--- config.mk ---
export PLATFORM = sky130hd
export DESIGN_NAME = i2c_slave_responder_flat
export DESIGN_NICKNAME = d
export VERILOG_FILES = /design/src/rtl/i2c_types_pkg.sv /design/src/rtl/i2c_slave_responder_if.sv /design/src/rtl/i2c_bus_sync.sv /design/src/rtl/i2c_slave_responder.sv /design/src/flat_wrapper.sv
export SDC_FILE = /design/constraint.sdc
export NUM_CORES = 1
export LEC_CHECK = 0
export BUFFER_PORTS_ARGS = -buffer_cell sky130_fd_sc_hd__buf_2
export CAP_MARGIN = 20
export CELL_PAD_IN_SITES_DETAIL_PLACEMENT = 1
export CELL_PAD_IN_SITES_GLOBAL_PLACEMENT = 1
export CORE_MARGIN = 10
export CORE_UTILIZATION = 48
export DETAILED_ROUTE_END_ITERATION = 16
export PLACE_DENSITY_LB_ADDON = 0.1
export SYNTH_ARGS = -nofsm -noshare
export SYNTH_HDL_FRONTEND = slang
export SYNTH_HIERARCHICAL = 1
export SYNTH_SLANG_ARGS = --single-unit
--- constraint.sdc ---
create_clock -name clk_i -period 5.2 [get_ports clk_i]
set_input_delay 0.26 -clock clk_i [delete_from_list [all_inputs] [get_ports clk_i]]
set_output_delay 0.26 -clock clk_i [all_outputs]
set_load 0.01 [all_outputs]
--- src/rtl/i2c_types_pkg.sv ---
// Shared I2C types for the responder and bus monitors.
// FSM state encoding and ACK/NACK bit levels.
package i2c_types_pkg;

  typedef enum logic [3:0] {
    IDLE,
    ADDR,
    ADDR_ACK,
    WR_BYTE,
    WR_ACK,
    RD_FETCH,
    RD_BYTE,
    RD_ACK,
    IGNORE
  } i2c_slv_state_t;

  localparam logic I2C_ACK  = 1'b0;
  localparam logic I2C_NACK = 1'b1;

  function automatic logic addr_hit(
    input logic [7:0] b,
    input logic [6:0] a
  );
    return b[7:1] == a;
  endfunction

endpackage

--- src/rtl/i2c_slave_responder_if.sv ---
// Bus pins and local sink/source handshake of the I2C responder.
// slave = responder side, master = environment side.
interface i2c_slave_responder_if;

  logic       scl_i;
  logic       sda_i;
  logic       scl_oe_o;
  logic       sda_oe_o;
  logic [7:0] wr_data_o;
  logic       wr_valid_o;
  logic       rd_req_o;
  logic [7:0] rd_data_i;
  logic       rd_valid_i;
  logic       start_o;
  logic       stop_o;
  logic       busy_o;
  logic       rw_o;
  logic       nack_o;

  modport slave (
    input  scl_i, sda_i, rd_data_i, rd_valid_i,
    output scl_oe_o, sda_oe_o, wr_data_o, wr_valid_o,
    output rd_req_o, start_o, stop_o, busy_o, rw_o, nack_o
  );

  modport master (
    output scl_i, sda_i, rd_data_i, rd_valid_i,
    input  scl_oe_o, sda_oe_o, wr_data_o, wr_valid_o,
    input  rd_req_o, start_o, stop_o, busy_o, rw_o, nack_o
  );

endinterface

--- src/rtl/i2c_bus_sync.sv ---
// SCL/SDA synchronizer with edge, START and STOP detection.
// Idle-bus reset value keeps spurious events out after reset.
module i2c_bus_sync #(
  parameter int SYNC_STAGES = 2
) (
  input  logic clk_i,
  input  logic rst_n,
  input  logic scl_i,
  input  logic sda_i,
  output logic scl_sync,
  output logic sda_sync,
  output logic scl_rise,
  output logic scl_fall,
  output logic start_det,
  output logic stop_det
);

  logic [SYNC_STAGES-1:0] scl_ff;
  logic [SYNC_STAGES-1:0] sda_ff;
  logic                   scl_d;
  logic                   sda_d;

  // synchronizer chains plus one delayed copy for edge detect
  always_ff @(posedge clk_i or negedge rst_n) begin
    if (!rst_n) begin
      scl_ff <= '1;
      sda_ff <= '1;
      scl_d  <= 1'b1;
      sda_d  <= 1'b1;
    end else begin
      scl_ff <= {scl_ff[SYNC_STAGES-2:0], scl_i};
      sda_ff <= {sda_ff[SYNC_STAGES-2:0], sda_i};
      scl_d  <= scl_sync;
      sda_d  <= sda_sync;
    end
  end

  assign scl_sync  = scl_ff[SYNC_STAGES-1];
  assign sda_sync  = sda_ff[SYNC_STAGES-1];
  assign scl_rise  = scl_sync & ~scl_d;
  assign scl_fall  = ~scl_sync & scl_d;
  assign start_det = scl_sync & scl_d & sda_d & ~sda_sync;
  assign stop_det  = scl_sync & scl_d & ~sda_d & sda_sync;

endmodule

--- src/rtl/i2c_slave_responder.sv ---
// I2C target: address match, write sink, read source with
// SCL stretching. All bus drives come straight from flops.
module i2c_slave_responder
  import i2c_types_pkg::*;
#(
  parameter logic [6:0] SLV_ADDR    = 7'h22,
  parameter int         SYNC_STAGES = 2,
  parameter bit         STRETCH_EN  = 1'b1
) (
  input logic                  clk_i,
  input logic                  rst_n,
  i2c_slave_responder_if.slave bus
);

  logic scl_s;
  logic sda_s;
  logic scl_rise;
  logic scl_fall;
  logic start_det;
  logic stop_det;

  i2c_slv_state_t state_q, state_d;
  logic [2:0] cnt_q, cnt_d;
  logic [7:0] sh_q, sh_d;
  logic       ack_q, ack_d;
  logic       have_q, have_d;
  logic       sda_oe_q, sda_oe_d;
  logic       scl_oe_q, scl_oe_d;
  logic [7:0] wr_data_q, wr_data_d;
  logic       wr_valid_q, wr_valid_d;
  logic       rd_req_q, rd_req_d;
  logic       start_q, start_d;
  logic       stop_q, stop_d;
  logic       busy_q, busy_d;
  logic       rw_q, rw_d;
  logic       nack_q, nack_d;

  logic [7:0] byte_in;
  logic [7:0] rd_byte;
  logic       accept;

  i2c_bus_sync #(
    .SYNC_STAGES(SYNC_STAGES)
  ) u_sync (
    .clk_i    (clk_i),
    .rst_n    (rst_n),
    .scl_i    (bus.scl_i),
    .sda_i    (bus.sda_i),
    .scl_sync (scl_s),
    .sda_sync (sda_s),
    .scl_rise (scl_rise),
    .scl_fall (scl_fall),
    .start_det(start_det),
    .stop_det (stop_det)
  );

  assign byte_in = {sh_q[6:0], sda_s};
  assign accept  = rd_req_q & bus.rd_valid_i;

  // next-state, datapath and output decode
  always_comb begin
    state_d    = state_q;
    cnt_d      = cnt_q;
    sh_d       = sh_q;
    ack_d      = ack_q;
    have_d     = have_q;
    sda_oe_d   = sda_oe_q;
    scl_oe_d   = scl_oe_q;
    wr_data_d  = wr_data_q;
    wr_valid_d = 1'b0;
    rd_req_d   = rd_req_q;
    start_d    = 1'b0;
    stop_d     = 1'b0;
    busy_d     = busy_q;
    rw_d       = rw_q;
    nack_d     = 1'b0;
    rd_byte    = have_q ? sh_q : 8'hFF;
    if (accept) rd_byte = bus.rd_data_i;

    if (stop_det) begin
      stop_d   = 1'b1;
      sda_oe_d = 1'b0;
      scl_oe_d = 1'b0;
      busy_d   = 1'b0;
      rd_req_d = 1'b0;
      ack_d    = 1'b0;
      have_d   = 1'b0;
      state_d  = IDLE;
    end else if (start_det) begin
      start_d  = 1'b1;
      sda_oe_d = 1'b0;
      scl_oe_d = 1'b0;
      rd_req_d = 1'b0;
      ack_d    = 1'b0;
      have_d   = 1'b0;
      cnt_d    = 3'd0;
      state_d  = ADDR;
    end else begin
      unique case (state_q)
        IDLE: begin
        end
        ADDR: begin
          if (scl_rise) begin
            sh_d  = byte_in;
            cnt_d = cnt_q + 3'd1;
            if (cnt_q == 3'd7) begin
              if (addr_hit(byte_in, SLV_ADDR)) begin
                state_d = ADDR_ACK;
                rw_d    = byte_in[0];
                busy_d  = 1'b1;
              end else begin
                state_d = IGNORE;
                busy_d  = 1'b0;
              end
            end
          end
        end
        ADDR_ACK, WR_ACK: begin
          if (scl_fall) begin
            if (!ack_q) begin
              ack_d    = 1'b1;
              sda_oe_d = ~I2C_ACK;
            end else begin
              ack_d    = 1'b0;
              sda_oe_d = 1'b0;
              cnt_d    = 3'd0;
              if (state_q == WR_ACK || !rw_q) begin
                state_d = WR_BYTE;
              end else begin
                state_d  = RD_FETCH;
                rd_req_d = 1'b1;
                have_d   = 1'b0;
              end
            end
          end
        end
        WR_BYTE: begin
          if (scl_rise) begin
            sh_d  = byte_in;
            cnt_d = cnt_q + 3'd1;
            if (cnt_q == 3'd7) begin
              wr_data_d  = byte_in;
              wr_valid_d = 1'b1;
              state_d    = WR_ACK;
            end
          end
        end
        RD_FETCH: begin
          if (accept) begin
            rd_req_d = 1'b0;
            have_d   = 1'b1;
            sh_d     = bus.rd_data_i;
          end
          // only commit a bit to SDA while SCL is low
          if (!scl_s) begin
            if (accept || have_q || !STRETCH_EN) begin
              sh_d     = rd_byte;
              sda_oe_d = ~rd_byte[7];
              scl_oe_d = 1'b0;
              rd_req_d = 1'b0;
              have_d   = 1'b0;
              cnt_d    = 3'd0;
              state_d  = RD_BYTE;
            end else begin
              scl_oe_d = 1'b1;
            end
          end
        end
        RD_BYTE: begin
          if (scl_rise) cnt_d = cnt_q + 3'd1;
          if (scl_fall) begin
            if (cnt_q == 3'd0) begin
              sda_oe_d = 1'b0;
              state_d  = RD_ACK;
            end else begin
              sh_d     = {sh_q[6:0], 1'b0};
              sda_oe_d = ~sh_q[6];
            end
          end
        end
        RD_ACK: begin
          if (scl_rise) begin
            if (sda_s == I2C_ACK) begin
              state_d  = RD_FETCH;
              rd_req_d = 1'b1;
            end else begin
              nack_d  = 1'b1;
              busy_d  = 1'b0;
              state_d = IGNORE;
            end
          end
        end
        IGNORE: begin
          sda_oe_d = 1'b0;
          scl_oe_d = 1'b0;
        end
        default: state_d = IDLE;
      endcase
    end
  end

  // state and registered outputs; reset releases both lines
  always_ff @(posedge clk_i or negedge rst_n) begin
    if (!rst_n) begin
      state_q    <= IDLE;
      cnt_q      <= 3'd0;
      sh_q       <= 8'd0;
      ack_q      <= 1'b0;
      have_q     <= 1'b0;
      sda_oe_q   <= 1'b0;
      scl_oe_q   <= 1'b0;
      wr_data_q  <= 8'd0;
      wr_valid_q <= 1'b0;
      rd_req_q   <= 1'b0;
      start_q    <= 1'b0;
      stop_q     <= 1'b0;
      busy_q     <= 1'b0;
      rw_q       <= 1'b0;
      nack_q     <= 1'b0;
    end else begin
      state_q    <= state_d;
      cnt_q      <= cnt_d;
      sh_q       <= sh_d;
      ack_q      <= ack_d;
      have_q     <= have_d;
      sda_oe_q   <= sda_oe_d;
      scl_oe_q   <= scl_oe_d;
      wr_data_q  <= wr_data_d;
      wr_valid_q <= wr_valid_d;
      rd_req_q   <= rd_req_d;
      start_q    <= start_d;
      stop_q     <= stop_d;
      busy_q     <= busy_d;
      rw_q       <= rw_d;
      nack_q     <= nack_d;
    end
  end

  assign bus.scl_oe_o   = scl_oe_q;
  assign bus.sda_oe_o   = sda_oe_q;
  assign bus.wr_data_o  = wr_data_q;
  assign bus.wr_valid_o = wr_valid_q;
  assign bus.rd_req_o   = rd_req_q;
  assign bus.start_o    = start_q;
  assign bus.stop_o     = stop_q;
  assign bus.busy_o     = busy_q;
  assign bus.rw_o       = rw_q;
  assign bus.nack_o     = nack_q;

endmodule

--- src/flat_wrapper.sv ---
// flat-port wrapper written by rule: the top's interface ports become plain ports
module i2c_slave_responder_flat import i2c_types_pkg::*;
#(
  parameter logic [6:0] SLV_ADDR    = 7'h22,
  parameter int         SYNC_STAGES = 2,
  parameter bit         STRETCH_EN  = 1'b1
)
  (clk_i, rst_n, bus_scl_i, bus_sda_i, bus_rd_data_i, bus_rd_valid_i, bus_scl_oe_o, bus_sda_oe_o, bus_wr_data_o, bus_wr_valid_o, bus_rd_req_o, bus_start_o, bus_stop_o, bus_busy_o, bus_rw_o, bus_nack_o);
  i2c_slave_responder_if bus_i ();
  input logic clk_i;
  input logic rst_n;
  input wire logic [$bits(bus_i.scl_i)-1:0] bus_scl_i;
  input wire logic [$bits(bus_i.sda_i)-1:0] bus_sda_i;
  input wire logic [$bits(bus_i.rd_data_i)-1:0] bus_rd_data_i;
  input wire logic [$bits(bus_i.rd_valid_i)-1:0] bus_rd_valid_i;
  output wire logic [$bits(bus_i.scl_oe_o)-1:0] bus_scl_oe_o;
  output wire logic [$bits(bus_i.sda_oe_o)-1:0] bus_sda_oe_o;
  output wire logic [$bits(bus_i.wr_data_o)-1:0] bus_wr_data_o;
  output wire logic [$bits(bus_i.wr_valid_o)-1:0] bus_wr_valid_o;
  output wire logic [$bits(bus_i.rd_req_o)-1:0] bus_rd_req_o;
  output wire logic [$bits(bus_i.start_o)-1:0] bus_start_o;
  output wire logic [$bits(bus_i.stop_o)-1:0] bus_stop_o;
  output wire logic [$bits(bus_i.busy_o)-1:0] bus_busy_o;
  output wire logic [$bits(bus_i.rw_o)-1:0] bus_rw_o;
  output wire logic [$bits(bus_i.nack_o)-1:0] bus_nack_o;
  assign bus_i.scl_i = bus_scl_i;
  assign bus_i.sda_i = bus_sda_i;
  assign bus_i.rd_data_i = bus_rd_data_i;
  assign bus_i.rd_valid_i = bus_rd_valid_i;
  assign bus_scl_oe_o = bus_i.scl_oe_o;
  assign bus_sda_oe_o = bus_i.sda_oe_o;
  assign bus_wr_data_o = bus_i.wr_data_o;
  assign bus_wr_valid_o = bus_i.wr_valid_o;
  assign bus_rd_req_o = bus_i.rd_req_o;
  assign bus_start_o = bus_i.start_o;
  assign bus_stop_o = bus_i.stop_o;
  assign bus_busy_o = bus_i.busy_o;
  assign bus_rw_o = bus_i.rw_o;
  assign bus_nack_o = bus_i.nack_o;
  i2c_slave_responder #(.SLV_ADDR(SLV_ADDR), .SYNC_STAGES(SYNC_STAGES), .STRETCH_EN(STRETCH_EN)) u_core (.clk_i(clk_i), .rst_n(rst_n), .bus(bus_i));
endmodule
==> results.json <==
{
  "drc_errors": 0,
  "clock_sinks": 40,
  "setup_violations": 0,
  "tightest_slew_ps": 870,
  "post_cts_resized": 0,
  "track_usage": 0.160,
  "drive_gt1_frac": 0.266,
  "h-tree-depth": 2,
  "die_area_sq_um": 7790,
  "antenna_found_initial": 0,
  "p_comb_frac": 0.223,
  "grt_max_degree": 41,
  "power_density_nw_per_um2": 344,
  "clock_path_buffers": 2,
  "tns_ps": 0,
  "root_buffer": "clkbuf_8",
  "critPathArrivalTime_ps": 2700,
  "fin_cells": 289,
  "clock_power_share": 0.285,
  "drt_iter0_drc": 130,
  "endpoint_kind": "flip-flop",
  "cp.required_ps": 5400,
  "antenna_cells": 0,
  "final_util": 0.561,
  "internal-power_mw": 0.595,
  "clk_latency_ps": 290,
  "viasPerCell": 6.20,
  "die_w_microns": 88.3,
  "power.share.switching": 0.307,
  "p_switching_mw": 0.263,
  "totalWireLength_mm": 5.92,
  "synth_edf_count": 0,
  "ys_seq_elements": 40,
  "rsz0062_at_grt": "false",
  "synth.area.top_cells": "dfrtp_1 (38%), dfstp_2 (7.0%), mux2_4 (5.4%)",
  "dr.pass1.iters": 4,
  "pwr-share-seq": 0.493,
  "fmax_mhz": 400,
  "area_growth_pct": 11.5,
  "ir_drop_v": 0.000171,
  "wl_met2_mm": 2.79,
  "critPathKind": "reg -> reg",
  "rows": 24,
  "timing.max_cap.violations": 0,
  "ant_nets": 0,
  "die_h_microns": 88.3,
  "wl_met1_mm": 2.74,
  "postSynthNetCount": 226,
  "syn_area_sq_um": 2240,
  "synth_area_leader_cell": "dfrtp_1",
  "top_layer_used": "met4",
  "ys.flop_type": "dfrtp_1",
  "post-route-period-util": 0.480,
  "first_global_vias": 1878,
  "met3_length_microns": 316,
  "cts_tree": "done",
  "initial_utilization": 0.503,
  "leakage_nw": 1.14,
  "grt_first_pass_wirelength_mm": 9.87,
  "grt-ovfl-total": 0,
  "skew_ps": 5.87,
  "yosysWarnings": 6,
  "syn_avg_cell_area_sq_um": 10.7,
  "cts_buffers": 5,
  "hold_viol_final": 0,
  "netlist.area_leader.share": 0.380,
  "io_pins": 30,
  "core-area_sq_um": 4440,
  "synthDistinctLibCells": 62,
  "min_path_type": "in -> reg",
  "drt-wirelength-per-cell_microns": 20.5,
  "crit_fanout": 10,
  "synthCells": 210,
  "status": "completed",
  "fillerInstances": 505,
  "cts_setup_buffers": 0,
  "startpoint_type": "flip-flop",
  "port_buffers": 29,
  "dp_cells": 281,
  "max_slew_margin": 0.420,
  "path_clk_slew_ps": 70,
  "gp_congestion": 0.859,
  "slew_violations": 0,
  "cts_hold_buf": 0,
  "yosysSeqAreaShare": 0.451,
  "routed-via-count": 1791,
  "synth-async-reset-ratio": 1.00,
  "dp_hpwl_mm": 4.37,
  "period_minus_slack_ps": 2500,
  "fin_nets": 252
}
-- worst max-delay path: stages, from the launching register on --
cell and delay [ps]:
dfstp_2 620, nor2b_1 320, and2b_1 230, o21ai_1 120, a221oi_4 520, a21boi_4 360
a2bb2oi_1 240
-- Yosys cell counts, drive strengths merged (2+ instances only) --
master and count:
dfrtp 34, nand2 18, mux2 11, inv 10, nor2 10, a2bb2oi 9, o21ai 9, a21oi 8
nor2b 8, o22ai 8, dfstp 6, nand3 6, buf 5, clkbuf 5, a211oi 3, a21boi 3
a22o 3, a31oi 3, and3 3, ha 3, mux2i 3, nand2b 3, nor3 3, a211o 2
a221oi 2, and2b 2, and4b 2, and4bb 2, nand3b 2, o211ai 2, o31ai 2, or3 2
-- cell type report --
cell class	count	area (sq um)	share of cell area
clock buffer	6	72.6	0.0291
tap	52	65.1	0.0261
inverter	10	37.5	0.0151
clock inverter	2	35.0	0.0140
sequential	40	1010	0.404
multi-input combinational	150	1130	0.453
timing repair buffer	29	145	0.0582
-- per-stage QoR --
| step | setup slack (ps) | cell area, sq um | hold slack [ps] | total power [mW] |
|---|---|---|---|---|
| final | 2700 | 2490 | 58.3 | 0.858 |
| after global routing | 2540 | 2490 | 53.3 | 0.906 |
| after CTS | 2730 | 2490 | 53.2 | 0.866 |
| after detailed placement | 2770 | 2390 | 353 | 0.618 |
| after global placement | 2840 | 2390 | 346 | 0.605 |
| after floorplan | 3120 | 2240 | -35.6 | 0.555 |
-- state kept, by name, summed over array words and instances, names as in the netlist --
| signal | cells |
|---|---|
| u_core/bus.scl_oe_o | 1 |
| u_core/ack_q | 1 |
| u_core/bus.wr_valid_o | 1 |
| u_core/bus.rd_req_o | 1 |
| u_core/u_sync/scl_ff | 2 |
| u_core/sh_q | 8 |
| u_core/cnt_q | 3 |
| u_core/u_sync/scl_d | 1 |
| u_core/bus.sda_oe_o | 1 |
| u_core/bus.nack_o | 1 |
| u_core/have_q | 1 |
| u_core/u_sync/sda_ff | 2 |
| u_core/bus.busy_o | 1 |
| u_core/bus.wr_data_o | 8 |
| u_core/bus.rw_o | 1 |
| u_core/bus.stop_o | 1 |
| u_core/state_q | 4 |
| u_core/bus.start_o | 1 |
| u_core/u_sync/sda_d | 1 |
-- power by group through the flow --
| stage | Combinational [mW] | Clock [mW] | Sequential, mW |
|---|---|---|---|
| 6_report | 0.191 | 0.244 | 0.423 |
| 4_1_cts | 0.192 | 0.252 | 0.423 |
| 3_3_place_gp | 0.181 | 0 | 0.424 |
| 5_1_grt | 0.209 | 0.265 | 0.432 |
| 2_1_floorplan | 0.160 | 0 | 0.394 |
| 3_5_place_dp | 0.189 | 0 | 0.429 |
-- cell usage in the layout (no fill, tap or decap), types with 2 or more instances in the layout --
| cell type | synthesis | routed |
|---|---|---|
| a211o_1 | 2 | 2 |
| a211oi_1 | 3 | 3 |
| a21oi_1 | 8 | 8 |
| a22o_1 | 3 | 3 |
| a2bb2oi_1 | 9 | 9 |
| a31oi_1 | 3 | 3 |
| and2b_1 | 2 | 2 |
| and3_1 | 3 | 3 |
| and4b_1 | 2 | 2 |
| buf_2 | 1 | 29 |
| clkbuf_8 | 0 | 5 |
| dfrtp_1 | 34 | 34 |
| dfstp_2 | 6 | 6 |
| ha_1 | 3 | 3 |
| inv_1 | 9 | 9 |
| mux2_2 | 3 | 3 |
| mux2_4 | 8 | 8 |
| mux2i_1 | 3 | 3 |
| nand2_1 | 16 | 16 |
| nand2b_1 | 3 | 3 |
| nand3_1 | 6 | 6 |
| nand3b_1 | 2 | 2 |
| nor2_1 | 9 | 9 |
| nor2b_1 | 8 | 8 |
| nor3_1 | 3 | 3 |
| o211ai_1 | 2 | 2 |
| o21ai_0 | 8 | 8 |
| o22ai_1 | 8 | 8 |
| o31ai_1 | 2 | 2 |
| or3_1 | 2 | 2 |
-- layer usage --
layer	global-route usage	up-vias
li1	-	835
met5	0	-
met1	0.207	896
met4	0.0529	0
met3	0.0294	7
met2	0.265	53
-- worst paths after layout --
check | start | end | slack (ps) | cells after the start
setup / recovery | u_core/u_sync/scl_ff[1] | u_core/sh_q[6] | 2700 | 6
hold / removal | bus_sda_i | u_core/u_sync/sda_ff[0] | 60 | 1
setup reg to reg | u_core/u_sync/scl_ff[1] | u_core/sh_q[6] | 2700 | 6
hold reg to reg | u_core/u_sync/scl_ff[0] | u_core/u_sync/scl_ff[1] | 360 | 0
max in group asynchronous | rst_n | u_core/state_q[0] | 4580 | 1
min in group asynchronous | rst_n | u_core/bus.wr_data_o[2] | 80 | 1
-- cells by family (layout without fill, tap and decap cells) --
| kind of cell | count (synthesis) | after routing | synth area share |
|---|---|---|---|
| and+or+nand+nor | 67 | 67 | 0.182 |
| AOI/OAI and AO/OA | 64 | 64 | 0.216 |
| DFF | 40 | 40 | 0.451 |
| buffers and inverters | 20 | 47 | 0.0442 |
| muxes | 14 | 14 | 0.0822 |
| adders and majority gates | 3 | 3 | 0.0168 |
| xor gates and xnor gates | 2 | 2 | 0.00783 |
No activity file was read; power rests on OpenSTA's default activity.
